### src/rtl/mem_arb_pkg.sv
// Shared types and constants for the unified-memory port arbiter.
package mem_arb_pkg;

    typedef enum logic [0:0] {
        IDLE  = 1'b0,
        ISSUE = 1'b1
    } state_e;

    localparam logic SEL_INSTR = 1'b0;
    localparam logic SEL_DATA  = 1'b1;

    localparam int DEF_STARVE_LIM = 4;
    localparam int DEF_TIMEOUT    = 16;

endpackage

### src/rtl/arb_priority.sv
// Combinational winner selection: D-side by default, I-side once it has
// lost STARVE_LIM arbitrations in a row.
module arb_priority
    import mem_arb_pkg::*;
#(
    parameter int STARVE_LIM = DEF_STARVE_LIM,
    parameter int CNT_W      = 3
) (
    input  logic             i_req,
    input  logic             d_req,
    input  logic [CNT_W-1:0] starve_cnt,
    output logic [1:0]       gnt,
    output logic             winner
);

    logic force_i;

    assign force_i = i_req && (starve_cnt == CNT_W'(STARVE_LIM));

    always_comb begin
        gnt    = '0;
        winner = SEL_INSTR;
        if (d_req && !force_i) begin
            gnt[SEL_DATA] = 1'b1;
            winner        = SEL_DATA;
        end else if (i_req) begin
            gnt[SEL_INSTR] = 1'b1;
            winner         = SEL_INSTR;
        end
    end

endmodule

### src/rtl/mem_port_arbiter.sv
// Shares one single-ported memory between instruction fetch and load/store,
// with a registered memory port, per-transaction timeout and anti-starvation.
module mem_port_arbiter
    import mem_arb_pkg::*;
#(
    parameter int ADDR_W     = 32,
    parameter int DATA_W     = 32,
    parameter int STARVE_LIM = DEF_STARVE_LIM,
    parameter int TIMEOUT    = DEF_TIMEOUT
) (
    input  logic                clk,
    input  logic                rst,

    input  logic                i_req,
    input  logic [ADDR_W-1:0]   i_addr,
    output logic                i_gnt,
    output logic                i_rvalid,
    output logic [DATA_W-1:0]   i_rdata,
    output logic                i_err,

    input  logic                d_req,
    input  logic                d_we,
    input  logic [ADDR_W-1:0]   d_addr,
    input  logic [DATA_W-1:0]   d_wdata,
    input  logic [DATA_W/8-1:0] d_be,
    output logic                d_gnt,
    output logic                d_rvalid,
    output logic [DATA_W-1:0]   d_rdata,
    output logic                d_err,

    output logic                mem_req,
    output logic                mem_we,
    output logic [ADDR_W-1:0]   mem_addr,
    output logic [DATA_W-1:0]   mem_wdata,
    output logic [DATA_W/8-1:0] mem_be,
    input  logic                mem_ack,
    input  logic [DATA_W-1:0]   mem_rdata,

    output logic                sel,
    output logic                busy
);

    localparam int SW = $clog2(STARVE_LIM + 1);
    localparam int TW = $clog2(TIMEOUT + 1);

    state_e        state;
    logic [SW-1:0] starve_cnt;
    logic [TW-1:0] tmo_cnt;
    logic [1:0]    gnt_raw;
    logic          winner;
    logic          grant_ok;
    logic          tmo_hit;

    arb_priority #(
        .STARVE_LIM (STARVE_LIM),
        .CNT_W      (SW)
    ) u_prio (
        .i_req      (i_req),
        .d_req      (d_req),
        .starve_cnt (starve_cnt),
        .gnt        (gnt_raw),
        .winner     (winner)
    );

    // Grants are suppressed during reset so a requester never sees an
    // acceptance that the reset is about to discard.
    assign grant_ok = (state == IDLE) && !rst;
    assign i_gnt    = grant_ok && gnt_raw[SEL_INSTR];
    assign d_gnt    = grant_ok && gnt_raw[SEL_DATA];
    assign busy     = (state == ISSUE);
    assign tmo_hit  = (state == ISSUE) && !mem_ack && (tmo_cnt == TW'(TIMEOUT - 1));

    always_ff @(posedge clk) begin
        if (rst) begin
            state     <= IDLE;
            tmo_cnt   <= '0;
            mem_req   <= 1'b0;
            mem_we    <= 1'b0;
            mem_addr  <= '0;
            mem_wdata <= '0;
            mem_be    <= '0;
            sel       <= SEL_INSTR;
            i_rvalid  <= 1'b0;
            i_rdata   <= '0;
            i_err     <= 1'b0;
            d_rvalid  <= 1'b0;
            d_rdata   <= '0;
            d_err     <= 1'b0;
        end else begin
            i_rvalid <= 1'b0;
            i_rdata  <= '0;
            i_err    <= 1'b0;
            d_rvalid <= 1'b0;
            d_rdata  <= '0;
            d_err    <= 1'b0;
            case (state)
                IDLE: begin
                    if (i_gnt || d_gnt) begin
                        state   <= ISSUE;
                        mem_req <= 1'b1;
                        sel     <= winner;
                        tmo_cnt <= '0;
                        if (winner == SEL_DATA) begin
                            mem_we    <= d_we;
                            mem_addr  <= d_addr;
                            mem_wdata <= d_wdata;
                            mem_be    <= d_be;
                        end else begin
                            mem_we    <= 1'b0;
                            mem_addr  <= i_addr;
                            mem_wdata <= '0;
                            mem_be    <= '1;
                        end
                    end
                end
                ISSUE: begin
                    // Ack beats the timeout when both land in the same cycle.
                    if (mem_ack) begin
                        state   <= IDLE;
                        mem_req <= 1'b0;
                        if (sel == SEL_DATA) begin
                            d_rvalid <= 1'b1;
                            d_rdata  <= mem_we ? '0 : mem_rdata;
                        end else begin
                            i_rvalid <= 1'b1;
                            i_rdata  <= mem_rdata;
                        end
                    end else if (tmo_hit) begin
                        state   <= IDLE;
                        mem_req <= 1'b0;
                        if (sel == SEL_DATA) begin
                            d_rvalid <= 1'b1;
                            d_err    <= 1'b1;
                        end else begin
                            i_rvalid <= 1'b1;
                            i_err    <= 1'b1;
                        end
                    end else begin
                        tmo_cnt <= tmo_cnt + TW'(1);
                    end
                end
                default: state <= IDLE;
            endcase
        end
    end

    always_ff @(posedge clk) begin
        if (rst) begin
            starve_cnt <= '0;
        end else if (i_gnt) begin
            starve_cnt <= '0;
        end else if (d_gnt && i_req && (starve_cnt != SW'(STARVE_LIM))) begin
            starve_cnt <= starve_cnt + SW'(1);
        end
    end

endmodule

### config.mk
export PLATFORM = sky130hd
export DESIGN_NAME = mem_port_arbiter
export DESIGN_NICKNAME = d
export VERILOG_FILES = /design/src/rtl/mem_arb_pkg.sv /design/src/rtl/arb_priority.sv /design/src/rtl/mem_port_arbiter.sv
export SDC_FILE = /design/constraint.sdc
export NUM_CORES = 1
export LEC_CHECK = 0
export ABC_AREA = 1
export CAP_MARGIN = 20
export CORE_MARGIN = 2
export CORE_UTILIZATION = 25
export CTS_BUF_LIST = sky130_fd_sc_hd__clkbuf_4 sky130_fd_sc_hd__clkbuf_8 sky130_fd_sc_hd__clkbuf_16
export DETAILED_ROUTE_END_ITERATION = 16
export GPL_TIMING_DRIVEN = 1
export PLACE_DENSITY = 0.62
export SLEW_MARGIN = 20
export SYNTH_ARGS = -nofsm -noshare
export SYNTH_HDL_FRONTEND = slang
export SYNTH_HIERARCHICAL = 1
export SYNTH_SLANG_ARGS = --single-unit
### constraint.sdc
create_clock -name clk -period 2.6 [get_ports clk]
set_clock_uncertainty 0.1 [all_clocks]
set_input_delay 0.52 -clock clk [delete_from_list [all_inputs] [get_ports clk]]
set_output_delay 0.52 -clock clk [all_outputs]
set_load 0.01 [all_outputs]
## Word-level counts from Yosys, hierarchy flattened

Index checks and enable logic that the tools add are counted.

| cells by class | value |
|---|---|
| shift-type cells | 0 |
| mux-type cells | 25 |
| divide/modulo/power cells | 0 |
| $add $sub $neg | 2 |
| $lt $le $gt $ge | 0 |
| reduce and logical (&&, ||, !) cells | 21 |
| bitwise logic cells | 3 |
| equal/unequal tests | 7 |
| multipliers | 0 |

Operator list:

| kind | number |
|---|---|
| 2-to-1 mux 32 bit | 2 |
| 2-to-1 mux 1 bit | 16 |
| 2-to-1 mux 5 bit | 3 |
| case mux 5 bit (2 select lines) | 1 |
| logical AND 1 bit | 9 |
| adder 5 x 1 -> 5 bit, second input constant | 1 |
| == test 5 x 4 -> 1 bit, second input constant | 1 |
| OR reduction 5 bit | 1 |
| 2-to-1 mux 4 bit | 1 |
| inequality test 2 bit, second input constant | 2 |
| case mux 1 bit (2 select lines) | 2 |
| AND reduction 2 bit | 2 |
| OR reduction 2 bit | 2 |
| OR reduction 4 bit | 1 |
| adder 3 x 1 -> 3 bit, second input constant | 1 |
| == test 3 bit, second input constant | 1 |
| logical NOT 1 bit | 3 |
| inequality test 3 x 2 -> 1 bit, second input constant | 1 |
| inequality test 3 bit, second input constant | 1 |
| inverter 1 bit | 3 |
| AND reduction 3 bit | 1 |
| OR reduction 3 bit | 1 |
| inequality test 2 x 1 -> 1 bit, second input constant | 1 |
| logical OR 1 bit | 1 |

| word-level totals | value |
|---|---|
| flip-flop bits (word level) | 148 |
| bits in writable memories | 0 |
| output and inout bits | 142 |
| input bits | 138 |
| logic and storage cells | 73 |
| latch bits | 0 |
| memories kept | 0 |
| ROM bits | 0 |

## Logic depth before layout (Yosys ltp)

| logic depth | value |
|---|---|
| word-level depth | 9 |
| mapped depth | 10 |

## Modules after synthesis

The synthesis kept the hierarchy.

By module, submodules not included:

| module | times used | cells each | area an instance (um2) | seq. area each (um2) |
|---|---|---|---|---|
| mem_port_arbiter | 1 | 741 | 5,436.5 | 2,962.8 |
| arb_priority | 1 | 8 | 45.0 | 0.0 |

## Worst setup path after synthesis

No wires, ideal clock.

| path | value |
|---|---|
| path kind | input to register |
| start | input port i_req |
| end | register mem_be[0] |
| setup slack | 924 ps |
| required time | 2,384 ps |
| arrival | 1,460 ps |
| stages | 9 |
| path buffers | 2 |
| cells stage by stage | nand2_1 -> inv_1 -> a21boi_1 -> buf_4 -> o21ai_2 -> inv_2 -> buf_4 -> o21ai_0 -> nor2_1 |

| between the ends | value |
|---|---|
| longest elaborated chain between the ends | 7 |

RTL lines:

| element | line | text |
|---|---|---|
| from (decl) | mem_port_arbiter.sv:14 | `input logic i_req,` |
| logical AND 1 bit (*) | arb_priority.sv:18 | `assign force_i = i_req && (starve_cnt == CNT_W'(STARVE_LIM));` |
| logical NOT 1 bit (*) | arb_priority.sv:23 | `if (d_req && !force_i) begin` |
| logical AND 1 bit (*) | arb_priority.sv:23 |  |
| 2-to-1 mux 1 bit (*) | arb_priority.sv:23 |  |
| via winner | mem_port_arbiter.sv:50 | `logic winner;` |
| logical AND 1 bit | mem_port_arbiter.sv:69 | `assign d_gnt = grant_ok && gnt_raw[SEL_DATA];` |
| logical OR 1 bit | mem_port_arbiter.sv:98 | `if (i_gnt \|\| d_gnt) begin` |
| AND reduction 2 bit (no line) | - |  |
| to (signal assigned) | mem_port_arbiter.sv:81 | `mem_be <= '0;` |
| to (signal assigned) | mem_port_arbiter.sv:107 | `mem_be <= d_be;` |
| to (signal assigned) | mem_port_arbiter.sv:112 | `mem_be <= '1;` |
| to (decl) | mem_port_arbiter.sv:35 | `output logic [DATA_W/8-1:0] mem_be,` |

Mark *: on every way through the listed nets, which the timed path passes. The rest lies on a longest branch.
A chain may end at the register's enable or synchronous reset.

## Final worst setup path

| path | value |
|---|---|
| start | input port i_req |
| end | output port d_gnt |

| between the ends | value |
|---|---|
| longest elaborated chain between the ends | 5 |

RTL lines:

| element | line | text |
|---|---|---|
| logical AND 1 bit | arb_priority.sv:18 |  |
| logical NOT 1 bit | arb_priority.sv:23 |  |
| logical AND 1 bit | arb_priority.sv:23 |  |
| 2-to-1 mux 1 bit | - |  |
| via winner | mem_port_arbiter.sv:50 |  |
| logical AND 1 bit | mem_port_arbiter.sv:69 |  |
| to (decl) | mem_port_arbiter.sv:26 | `output logic d_gnt,` |

The timed path passes the listed nets, and every way through them passes these cells.

==> run metrics <==
Final Wtd Congestion 0.742; RSZ-0062 raised after global routing no; first-pass GRT wire length 26800 um; n_diodes 0; port bufs 279; Vias 5305; Required @ worst endpoint 1.98 ns; number of setup violations in the final report 0; Reg clk slew, reported paths 0.07 ns; post-synth top area share 54.1%; worst setup slack after layout 0.0908 ns; HPWL after DPL 12100 um; Crit Path Max Fanout 3; row cnt 54; Worst Max-Slew Pin Slew 0.559 ns; antenna violations before repair 0; Setup crit end kind output pin; Post-Route WL 16700 um; Synth Instances 749; Place WS 0.0337 ns; Pins Over Slew Limit 0; CTS H-Tree Depth 4; initial DRC count 205; Initial Util 25.3%; hold path cells 2; later-pin clock latency in the skew report 0.41 ns; Max Cap Viol 0; Synth area leaders dfxtp_1 54%, nand2_1 15%, inv_1 7.7%; worst hold endpoint mem_addr[15]; CTS Buf Count 17; R2R depth 10; Sinks on Clock Net 148; Root Driver clkbuf_16; Synth Area per Inst 7.32 sq um; post-route minimum period 2.51 ns; status finished clean; largest net degree at the start of global routing 97; WL/cell 12.8 um; kind of critical path primary input to output pin; width of the die 152 um; GRT Residual Overflow 0; CP max stage delay 0.53 ns; Syn-to-layout area delta 68.1%; CP Buf/Inv Count 4; Worst Hold Launch mem_addr[15]; Arrival @ worst endpoint 1.89 ns; GRT Total Usage 14.2%; setup TNS 0 ns; DR DRC count 0; antenna viol nets, final 0; top-level I/O count 280; reg-to-reg slack, setup 0.72 ns; vias per cell 4.04; Post-CTS Setup Inserts 0; core area 21700 sq um; post-layout util 42.5%; Fmax 399 MHz; largest area contributor in the netlist dfxtp_1; nets 1161; Final Hold Violating Endpoints 0; period utilization 96.5%; die area 23100 sq um; reg2reg start starve_cnt[2]; PwrDens 604 nW/um^2; TritonRoute pass-1 iters 4; Synth Register Bits 148; CTS tree yes; Critical-path top delay cell clkdlybuf4s50_1; static leakage 0.00399 uW; vias in the first global route 5086; Net Count, Synth 891; Worst VDD drop 0.390 mV; layout cells sized above 1 5.33%; clk buf depth 2; Yosys Warn Count 6; Netlist Area Pre-Place 5480 sq um; Distinct cells, synth 23; Min-Delay Path Class flip-flop to flip-flop; chip height 152 um; sequential cell area fraction in the yosys report 54.1%; Largest delay share family, worst path buffers and inverters; Relative slew margins 62.8%; worst reg2reg path endpoint tmo_cnt[3]; Startpoint Class primary input; crit path cell chain clkdlybuf4s50_1 > nand2_1 > inv_1 > a21boi_4 > nand2_1 > inv_1 > clkdlybuf4s50_1
## cell families (layout without fill, tap and decap cells)
| family | count (synthesis) | in the layout | share of synthesized area [%] |
|---|---|---|---|
| adder cells (fa/ha/maj) | 4 | 4 | 0.913 |
| buffers and inverters | 155 | 438 | 11.3 |
| flip-flops | 148 | 148 | 54.1 |
| AND/OR/NAND/NOR | 327 | 327 | 22.8 |
| AO/OA/AOI/OAI | 114 | 114 | 10.7 |
| XOR/XNOR | 1 | 1 | 0.160 |
## registers in the layout (all words and copies together), names as in the netlist, 3 cells and up
signal and flops:
starve_cnt 3, mem_be 4, i_rdata 32, mem_addr 32
d_rdata 32, tmo_cnt 5, mem_wdata 32
## report_power, final
group / switching [uW] / leakage, uW / total (uW) / internal (uW)
clock: 1130 / 0.000291 / 2520 / 1390
sequential: 35.2 / 0.00120 / 2370 / 2330
combinational: 300 / 0.00250 / 681 / 381
total: 1470 / 0.00399 / 5570 / 4100
## worst reg2reg max path, stage by stage (launching register included)
cell and delay [ns]:
dfxtp_1 0.41, nand2_1 0.08, inv_1 0.09, a21boi_4 0.06, buf_4 0.16, o21ai_4 0.20, buf_12 0.24, nand2_1 0.16
nor2_1 0.20, nand2_1 0.07, nand2_1 0.06
## how the worst max path moves through the flow
| stage | from | endpoint | cells after the start |
|---|---|---|---|
| finish | i_req | d_gnt | 7 |
| global route | i_req | d_gnt | 7 |
| CTS | starve_cnt[1] | i_gnt | 6 |
| detailed placement | i_req | i_gnt | 6 |
| global placement | i_req | i_gnt | 6 |
| floorplan | i_req | mem_be[0] | 9 |
## layout by cell type (no fill, tap or decap), types with 8 or more instances in the layout
cell type,n
nor2_1,88
nand2_1,226
dfxtp_1,148
o21ai_0,39
clkbuf_16,17
a21oi_1,70
clkdlybuf4s50_1,277
buf_4,8
inv_1,113
## cells in the mapped netlist
master,count
inv_1,113
ha_1,4
a21oi_2,2
a21boi_1,1
buf_4,2
o21ai_0,39
o21ai_2,1
buf_2,25
nor2_1,88
a21boi_0,1
nor3_1,2
buf_1,6
dfxtp_1,148
clkbuf_1,7
nand2_2,1
a21oi_1,70
nor2_2,3
nand2_1,226
nand3b_1,1
nand4_1,1
xor2_1,1
nand3_1,5
inv_2,2
## repair_timing
action	CTS	global route
setup endpoints to repair	0	1
gates resized for setup	0	2
hold buffers	0	0
## metal layers
layer / share of wire [%] / vias to the layer above / global-route usage, %
met1: 45 / 2378 / 17.1
met4: 1.1 / 0 / 3.65
met5: 0 / - / 0
met3: 4.6 / 10 / 4.05
met2: 49 / 130 / 24.9
li1: - / 2787 / -
## cell type report
class	instances	area [sq um]
clock buffer	17	425
clock inverter	15	191
fill	2207	12500
inverter	115	432
multi-input combinational	446	1920
sequential	148	2960
tap	280	350
timing repair buffer	291	2930
## metrics by stage
step	power (uW)	area [sq um]	hold slack [ns]	instances
global placement	3100	8590	0.346	1280
CTS	5660	9210	0.353	1312
floorplan	2680	5480	0.326	749
detailed placement	3110	8590	0.353	1280
global route	5820	9210	0.374	1312
finish	5570	9210	0.364	1312
No activity file was read; power rests on OpenSTA's default activity.
